### src/rtl/pulse_gen_pkg.sv
// Shared types and defaults for the multi-channel pulse generator.
package pulse_gen_pkg;

  // Per-channel sequencing state.
  typedef enum logic [1:0] {
    IDLE = 2'd0,
    HIGH = 2'd1,
    LOW  = 2'd2
  } chan_state_e;

  localparam logic MODE_PERIODIC = 1'b0;
  localparam logic MODE_ONESHOT  = 1'b1;

  // Power-on waveform: a divide-by-two strobe.
  localparam int DEF_PERIOD_RST = 2;
  localparam int DEF_WIDTH_RST  = 1;

  // Width of a channel-select field; never narrower than one bit.
  function automatic int ch_sel_width(input int n);
    return (n > 1) ? $clog2(n) : 1;
  endfunction

endpackage

### src/rtl/pulse_chan.sv
// One pulse channel: IDLE/HIGH/LOW sequencer, a single down-counter and
// shadow/active configuration so a running period is never disturbed.
module pulse_chan
  import pulse_gen_pkg::*;
#(
  parameter int CNT_W      = 8,
  parameter int DEF_PERIOD = DEF_PERIOD_RST,
  parameter int DEF_WIDTH  = DEF_WIDTH_RST
) (
  input  logic             clock,
  input  logic             reset_n,
  input  logic             enable,
  input  logic             start,
  input  logic             cfg_we,
  input  logic [CNT_W-1:0] cfg_period,
  input  logic [CNT_W-1:0] cfg_width,
  input  logic             cfg_mode,
  output logic             pulse,
  output logic             busy
);

  localparam logic [CNT_W-1:0] ONE = CNT_W'(1);

  chan_state_e      state_q, state_d;
  logic [CNT_W-1:0] cnt_q, cnt_d;
  logic [CNT_W-1:0] act_per_q, act_per_d;
  logic [CNT_W-1:0] act_wid_q, act_wid_d;
  logic             act_mode_q, act_mode_d;
  logic [CNT_W-1:0] sh_per_q, sh_wid_q;
  logic             sh_mode_q;
  logic             pulse_q, busy_q;

  logic             begin_period, end_period;
  logic [CNT_W-1:0] act_hi, sh_hi;

  // Effective high time is clipped to the period (width >= period => all high).
  assign act_hi = (act_wid_q > act_per_q) ? act_per_q : act_wid_q;
  assign sh_hi  = (sh_wid_q  > sh_per_q)  ? sh_per_q  : sh_wid_q;

  // Next-state logic: counter holds remaining cycles of the current state.
  always_comb begin
    state_d      = state_q;
    cnt_d        = cnt_q;
    act_per_d    = act_per_q;
    act_wid_d    = act_wid_q;
    act_mode_d   = act_mode_q;
    begin_period = 1'b0;
    end_period   = 1'b0;

    case (state_q)
      IDLE: begin
        // Active config tracks the shadow while nothing is running.
        act_per_d  = sh_per_q;
        act_wid_d  = sh_wid_q;
        act_mode_d = sh_mode_q;
        cnt_d      = '0;
        if (sh_per_q != '0 && (sh_mode_q == MODE_PERIODIC || start)) begin
          begin_period = 1'b1;
        end
      end
      HIGH: begin
        if (cnt_q <= ONE) begin
          if (act_per_q != act_hi) begin
            state_d = LOW;
            cnt_d   = act_per_q - act_hi;
          end else begin
            end_period = 1'b1;
          end
        end else begin
          cnt_d = cnt_q - ONE;
        end
      end
      LOW: begin
        if (cnt_q <= ONE) begin
          end_period = 1'b1;
        end else begin
          cnt_d = cnt_q - ONE;
        end
      end
      default: begin
        state_d = IDLE;
        cnt_d   = '0;
      end
    endcase

    // Period boundary: one-shots finish, periodic channels restart.
    if (end_period) begin
      if (act_mode_q == MODE_ONESHOT || sh_mode_q == MODE_ONESHOT) begin
        state_d    = IDLE;
        cnt_d      = '0;
        act_per_d  = sh_per_q;
        act_wid_d  = sh_wid_q;
        act_mode_d = sh_mode_q;
      end else begin
        begin_period = 1'b1;
      end
    end

    // A new period always starts from the latest shadow values.
    if (begin_period) begin
      act_per_d  = sh_per_q;
      act_wid_d  = sh_wid_q;
      act_mode_d = sh_mode_q;
      if (sh_per_q == '0) begin
        state_d = IDLE;
        cnt_d   = '0;
      end else if (sh_wid_q == '0) begin
        state_d = LOW;
        cnt_d   = sh_per_q;
      end else begin
        state_d = HIGH;
        cnt_d   = sh_hi;
      end
    end

    // Dropping enable wins over every other event.
    if (!enable) begin
      state_d    = IDLE;
      cnt_d      = '0;
      act_per_d  = sh_per_q;
      act_wid_d  = sh_wid_q;
      act_mode_d = sh_mode_q;
    end
  end

  // State, counter, config and registered outputs.
  always_ff @(posedge clock or negedge reset_n) begin
    if (!reset_n) begin
      state_q    <= IDLE;
      cnt_q      <= '0;
      act_per_q  <= CNT_W'(DEF_PERIOD);
      act_wid_q  <= CNT_W'(DEF_WIDTH);
      act_mode_q <= MODE_PERIODIC;
      sh_per_q   <= CNT_W'(DEF_PERIOD);
      sh_wid_q   <= CNT_W'(DEF_WIDTH);
      sh_mode_q  <= MODE_PERIODIC;
      pulse_q    <= 1'b0;
      busy_q     <= 1'b0;
    end else begin
      state_q    <= state_d;
      cnt_q      <= cnt_d;
      act_per_q  <= act_per_d;
      act_wid_q  <= act_wid_d;
      act_mode_q <= act_mode_d;
      if (cfg_we) begin
        sh_per_q  <= cfg_period;
        sh_wid_q  <= cfg_width;
        sh_mode_q <= cfg_mode;
      end
      pulse_q <= (state_d == HIGH);
      busy_q  <= (state_d != IDLE);
    end
  end

  assign pulse = pulse_q;
  assign busy  = busy_q;

endmodule

### src/rtl/pulse_gen_multi.sv
// NUM_CH independent pulse channels sharing one configuration port.
module pulse_gen_multi
  import pulse_gen_pkg::*;
#(
  parameter int NUM_CH     = 4,
  parameter int CNT_W      = 8,
  parameter int DEF_PERIOD = DEF_PERIOD_RST,
  parameter int DEF_WIDTH  = DEF_WIDTH_RST,
  localparam int CH_W      = ch_sel_width(NUM_CH)
) (
  input  logic              clock,
  input  logic              reset_n,
  input  logic [NUM_CH-1:0] enable,
  input  logic [NUM_CH-1:0] start,
  input  logic              cfg_we,
  input  logic [CH_W-1:0]   cfg_ch,
  input  logic [CNT_W-1:0]  cfg_period,
  input  logic [CNT_W-1:0]  cfg_width,
  input  logic              cfg_mode,
  output logic [NUM_CH-1:0] pulse,
  output logic [NUM_CH-1:0] busy
);

  logic [NUM_CH-1:0] ch_we;

  // Channel-select decode; out-of-range selects match no channel.
  for (genvar gi = 0; gi < NUM_CH; gi++) begin : g_chan
    assign ch_we[gi] = cfg_we && (cfg_ch == CH_W'(gi));

    pulse_chan #(
      .CNT_W      (CNT_W),
      .DEF_PERIOD (DEF_PERIOD),
      .DEF_WIDTH  (DEF_WIDTH)
    ) u_chan (
      .clock      (clock),
      .reset_n    (reset_n),
      .enable     (enable[gi]),
      .start      (start[gi]),
      .cfg_we     (ch_we[gi]),
      .cfg_period (cfg_period),
      .cfg_width  (cfg_width),
      .cfg_mode   (cfg_mode),
      .pulse      (pulse[gi]),
      .busy       (busy[gi])
    );
  end

endmodule

### config.mk
export PLATFORM = sky130hd
export DESIGN_NAME = pulse_gen_multi
export DESIGN_NICKNAME = d
export VERILOG_FILES = /design/src/rtl/pulse_gen_pkg.sv /design/src/rtl/pulse_chan.sv /design/src/rtl/pulse_gen_multi.sv
export SDC_FILE = /design/constraint.sdc
export NUM_CORES = 1
export LEC_CHECK = 0
export CORE_MARGIN = 4
export CORE_UTILIZATION = 30
export CTS_CLUSTER_DIAMETER = 40
export DETAILED_ROUTE_END_ITERATION = 16
export PLACE_DENSITY_LB_ADDON = 0.08
export SLEW_MARGIN = 20
export SYNTH_ARGS = -nofsm -noshare
export SYNTH_HDL_FRONTEND = slang
export SYNTH_SLANG_ARGS = --single-unit
### constraint.sdc
create_clock -name clock -period 11.8 [get_ports clock]
set_clock_uncertainty 0.15 [all_clocks]
set_input_delay 1.77 -clock clock [delete_from_list [all_inputs] [get_ports clock]]
set_output_delay 1.77 -clock clock [all_outputs]
set_load 0.05 [all_outputs]
==> impl_metrics.tcl <==
set metrics [dict create \
    status "finished clean" \
    clockBufferDepth 2 \
    unrepaired_setup_endpoints_after_global_routing "no" \
    number_of_synthesized_flops_with_an_enable_pin 0 \
    syn_nets 1460 \
    routabilityCongestion 0.774 \
    post_cts.resized_instances 0 \
    io_pins 38 \
    maximum_fanout_along_the_worst_path 14 \
    globalRoute.busiestLayer "met2" \
    buffer_ports.inserted 37 \
    power_density_nw_per_um2 294 \
    grt.overflow.total 0 \
    p_int_mw 2.18 \
    post_cts_buffers 0 \
    layout_min_cycle_time_ns 4.62 \
    gr-usage-met2_pct 25.4 \
    p_comb_share_pct 60.8 \
    path_clk_slew_ns 0.08 \
    setup-tns-final_ns 0 \
    post_synth.cell_area_avg_sq_um 9.52 \
    rr_worst_depth 17 \
    synth.cell_area_sq_um 12400 \
    start_util_pct 30.4 \
    cts_htree_levels 4 \
    grt_first_pass_wirelength_mm 54.8 \
    detailedRoute.firstPassIterationCount 4 \
    synth_cell_types 83 \
    detail_route.drc_violations 0 \
    yosys_synthesis_warning_count 0 \
    finalWirelength_mm 34.0 \
    grt_start_max_net_pins 68 \
    placementRows 74 \
    vdd_drop_max_uv 116 \
    p_clk_share_pct 14.2 \
    post-synth-top-count-cell "dfrtp_1" \
    critical_path.max_stage_delay_ns 0.74 \
    crit_path_top_delay_cell "o41ai_2" \
    clock_tree_from_tritoncts "done" \
    worst_hold_margin_ns 0.352 \
    synthCells 1306 \
    drv_cap 0 \
    global_routing_met1_resource_utilization_pct 22.0 \
    power.switching_mw 1.90 \
    critPathRequiredTime_ns 11.95 \
    worstMarginPinSlew_ns 1.03 \
    finalSetupViolCount 0 \
    layout-area-overhead-vs-synth_pct 11.9 \
    drt-wirelength-per-cell_microns 18.1 \
    post_synth_main_area_contributors "dfrtp_1 34%, ha_1 12%, mux2_2 8.6%, a21oi_1 4.3%, o21ai_0 3.5%" \
    routed_via_density 5.08 \
    min_period_over_period_pct 39.2 \
    worstHoldPathType "reg -> reg" \
    tritoncts_num_sinks 184 \
    num-nets-final 1486 \
    ys_top_cells_by_count "168 x dfrtp_1, 120 x ha_1, 114 x inv_1" \
    max_slew_margin_pct 31.4 \
    worst_path_cell_chain "inv_1 > ha_1 > a21oi_1 > o21a_1 > nor2_1 > o21ai_0 > buf_4 > a21o_1 > inv_1 > ha_1 > nand4_1 > or2_2 > o41ai_2 > a31o_2 > inv_1 > o211ai_1 > o22ai_1" \
    endpoint_kind "flip-flop" \
    slew_violations 0 \
    hold_viol_final 0 \
    drive_gt1_share_pct 12.9 \
    cts-buffers-inserted 17 \
    core_area_sq_um 40900 \
    grt_util_met3_pct 1.96 \
    timing.critical_path.mode_cell "inv_1" \
    synth.yosys.seq_area_share_pct 37.2 \
    seqPwrFrac_pct 24.9 \
    antenna_found_initial 0 \
    cp-start-kind "flip-flop" \
    detailed_place_hpwl_mm 26.1 \
    max_freq_ghz 0.216 \
    timing.setup.critical_path_class "reg -> reg" \
    post_cts_hold_buffer_count 0 \
    swShare_pct 46.6 \
    number_of_global_route_vias_before_repair 9632 \
    die_area_sq_um 44800 \
    synth-main-ff-cell "dfrtp_1" \
    grt_use_total_pct 15.5 \
    synth_seq_cells 184 \
    chipHeight_microns 212 \
    synth.top_cell.area_share_pct 33.8 \
    synth_top_cell_by_area "dfrtp_1" \
    antenna_violating_nets_post_route 0 \
    drtIter0Drc 478 \
    cell_depth_of_the_worst_hold_path 2 \
    worstPathArrival_ns 4.77 \
    leakage_nw 6.12 \
    clock-root-buffer "clkbuf_16" \
    postSynth.asyncResetShare_pct 100 \
    worst_skew_pair.late_latency_ns 0.45 \
    dr_total_vias 9534 \
    chipWidth_microns 212 \
]
==> worst max-delay path, delay by kind of cell, from the launching register on <==
kind,cells,cell delay (ns)
DFF,1,0.54
adders and majority gates,2,0.63
AOI/OAI and AO/OA,8,2.15
and+or+nand+nor,3,0.55
buffers and inverters,4,0.45
==> power groups by stage <==
stage / clock [mW] / sequential (mW) / combinational (mW)
after CTS: 0.603 / 1.02 / 2.52
final: 0.582 / 1.02 / 2.49
after floorplan: 0 / 0.963 / 1.95
after global routing: 0.629 / 1.05 / 2.81
after detailed placement: 0 / 1.03 / 2.50
after global placement: 0 / 1.04 / 2.51
==> through the flow <==
step	util [%]	power [mW]	cell area, sq um	cells	worst slack [ns]
after global routing	34.0	4.49	13900	1877	6.78
after global placement	32.6	3.55	13300	1845	7.18
after CTS	34.0	4.14	13900	1877	7.16
final	34.0	4.09	13900	1878	7.18
after floorplan	-	2.91	12400	1306	7.44
after detailed placement	32.6	3.53	13300	1845	7.17
==> final timing paths <==
check | to | slack [ns] | start
max | g_chan[1].u_chan.cnt_q[6] | 7.18 | g_chan[1].u_chan.act_per_q[1]
min | g_chan[1].u_chan.act_wid_q[0] | 0.35 | g_chan[1].u_chan.act_wid_q[0]
max reg2reg | g_chan[1].u_chan.cnt_q[6] | 7.18 | g_chan[1].u_chan.act_per_q[1]
min reg2reg | g_chan[1].u_chan.act_wid_q[0] | 0.35 | g_chan[1].u_chan.act_wid_q[0]
max in group asynchronous | g_chan[0].u_chan.act_per_q[3] | 8.25 | reset_n
min in group asynchronous | g_chan[1].u_chan.cnt_q[6] | 1.13 | reset_n
==> cells in the final DEF (no fill, tap or decap), types with 5 or more instances in the layout <==
master / count
o211ai_1: 8
inv_6: 6
nand3_1: 17
o21a_1: 11
xnor2_1: 15
a211oi_1: 7
a21oi_1: 106
buf_4: 7
a21o_1: 19
nor2b_1: 20
mux2i_1: 19
and3_1: 5
dfstp_2: 16
nor4_1: 21
o22ai_1: 28
nand4_1: 18
or4_1: 6
a21boi_0: 6
nor2_1: 92
o21ai_0: 87
nand2b_1: 15
nand2_1: 83
a31oi_1: 7
inv_1: 114
xor2_1: 24
dfrtp_1: 168
o31ai_1: 7
o32ai_1: 5
ha_1: 120
mux2_2: 95
clkbuf_16: 17
clkdlybuf4s50_1: 36
nor3_1: 21
and4_1: 5
a22oi_1: 5
or3_1: 7
and2_1: 9
==> cells by family after synthesis <==
family                   Yosys count  synth area share, %
XOR/XNOR                          39                 2.75
adder cells (fa/ha/maj)          124                 12.7
multiplexers                     116                 10.3
AND/OR/NAND/NOR                  341                 14.1
buffers and inverters            151                 4.95
AO/OA/AOI/OAI                    351                 18.0
flip-flops                       184                 37.2
==> state kept, by name, indices dropped and copies added (netlist names) <==
signal                    count
g_chan.u_chan.act_per_q      32
g_chan.u_chan.act_wid_q      32
g_chan.u_chan.cnt_q          32
g_chan.u_chan.sh_per_q       32
g_chan.u_chan.sh_wid_q       32
g_chan.u_chan.state_q         8
g_chan.u_chan.act_mode_q      4
g_chan.u_chan.busy            4
g_chan.u_chan.pulse           4
g_chan.u_chan.sh_mode_q       4
==> metal layers <==
layer	up-vias	part of all wire (%)
li1	4771	-
met1	4668	50
met2	81	47
met3	14	1.6
met4	0	0.89
met5	-	0
==> cell type report <==
| class | count | area, sq um |
|---|---|---|
| multi-input cells | 971 | 7200 |
| inverters | 114 | 428 |
| well taps | 532 | 666 |
| clock buffers | 21 | 450 |
| fillers | 4263 | 27000 |
| repair buffers | 44 | 427 |
| diodes | 1 | 2.50 |
| flip-flops and latches | 184 | 4620 |
| clock inverters | 11 | 113 |
(Power assumes the default switching activity.)
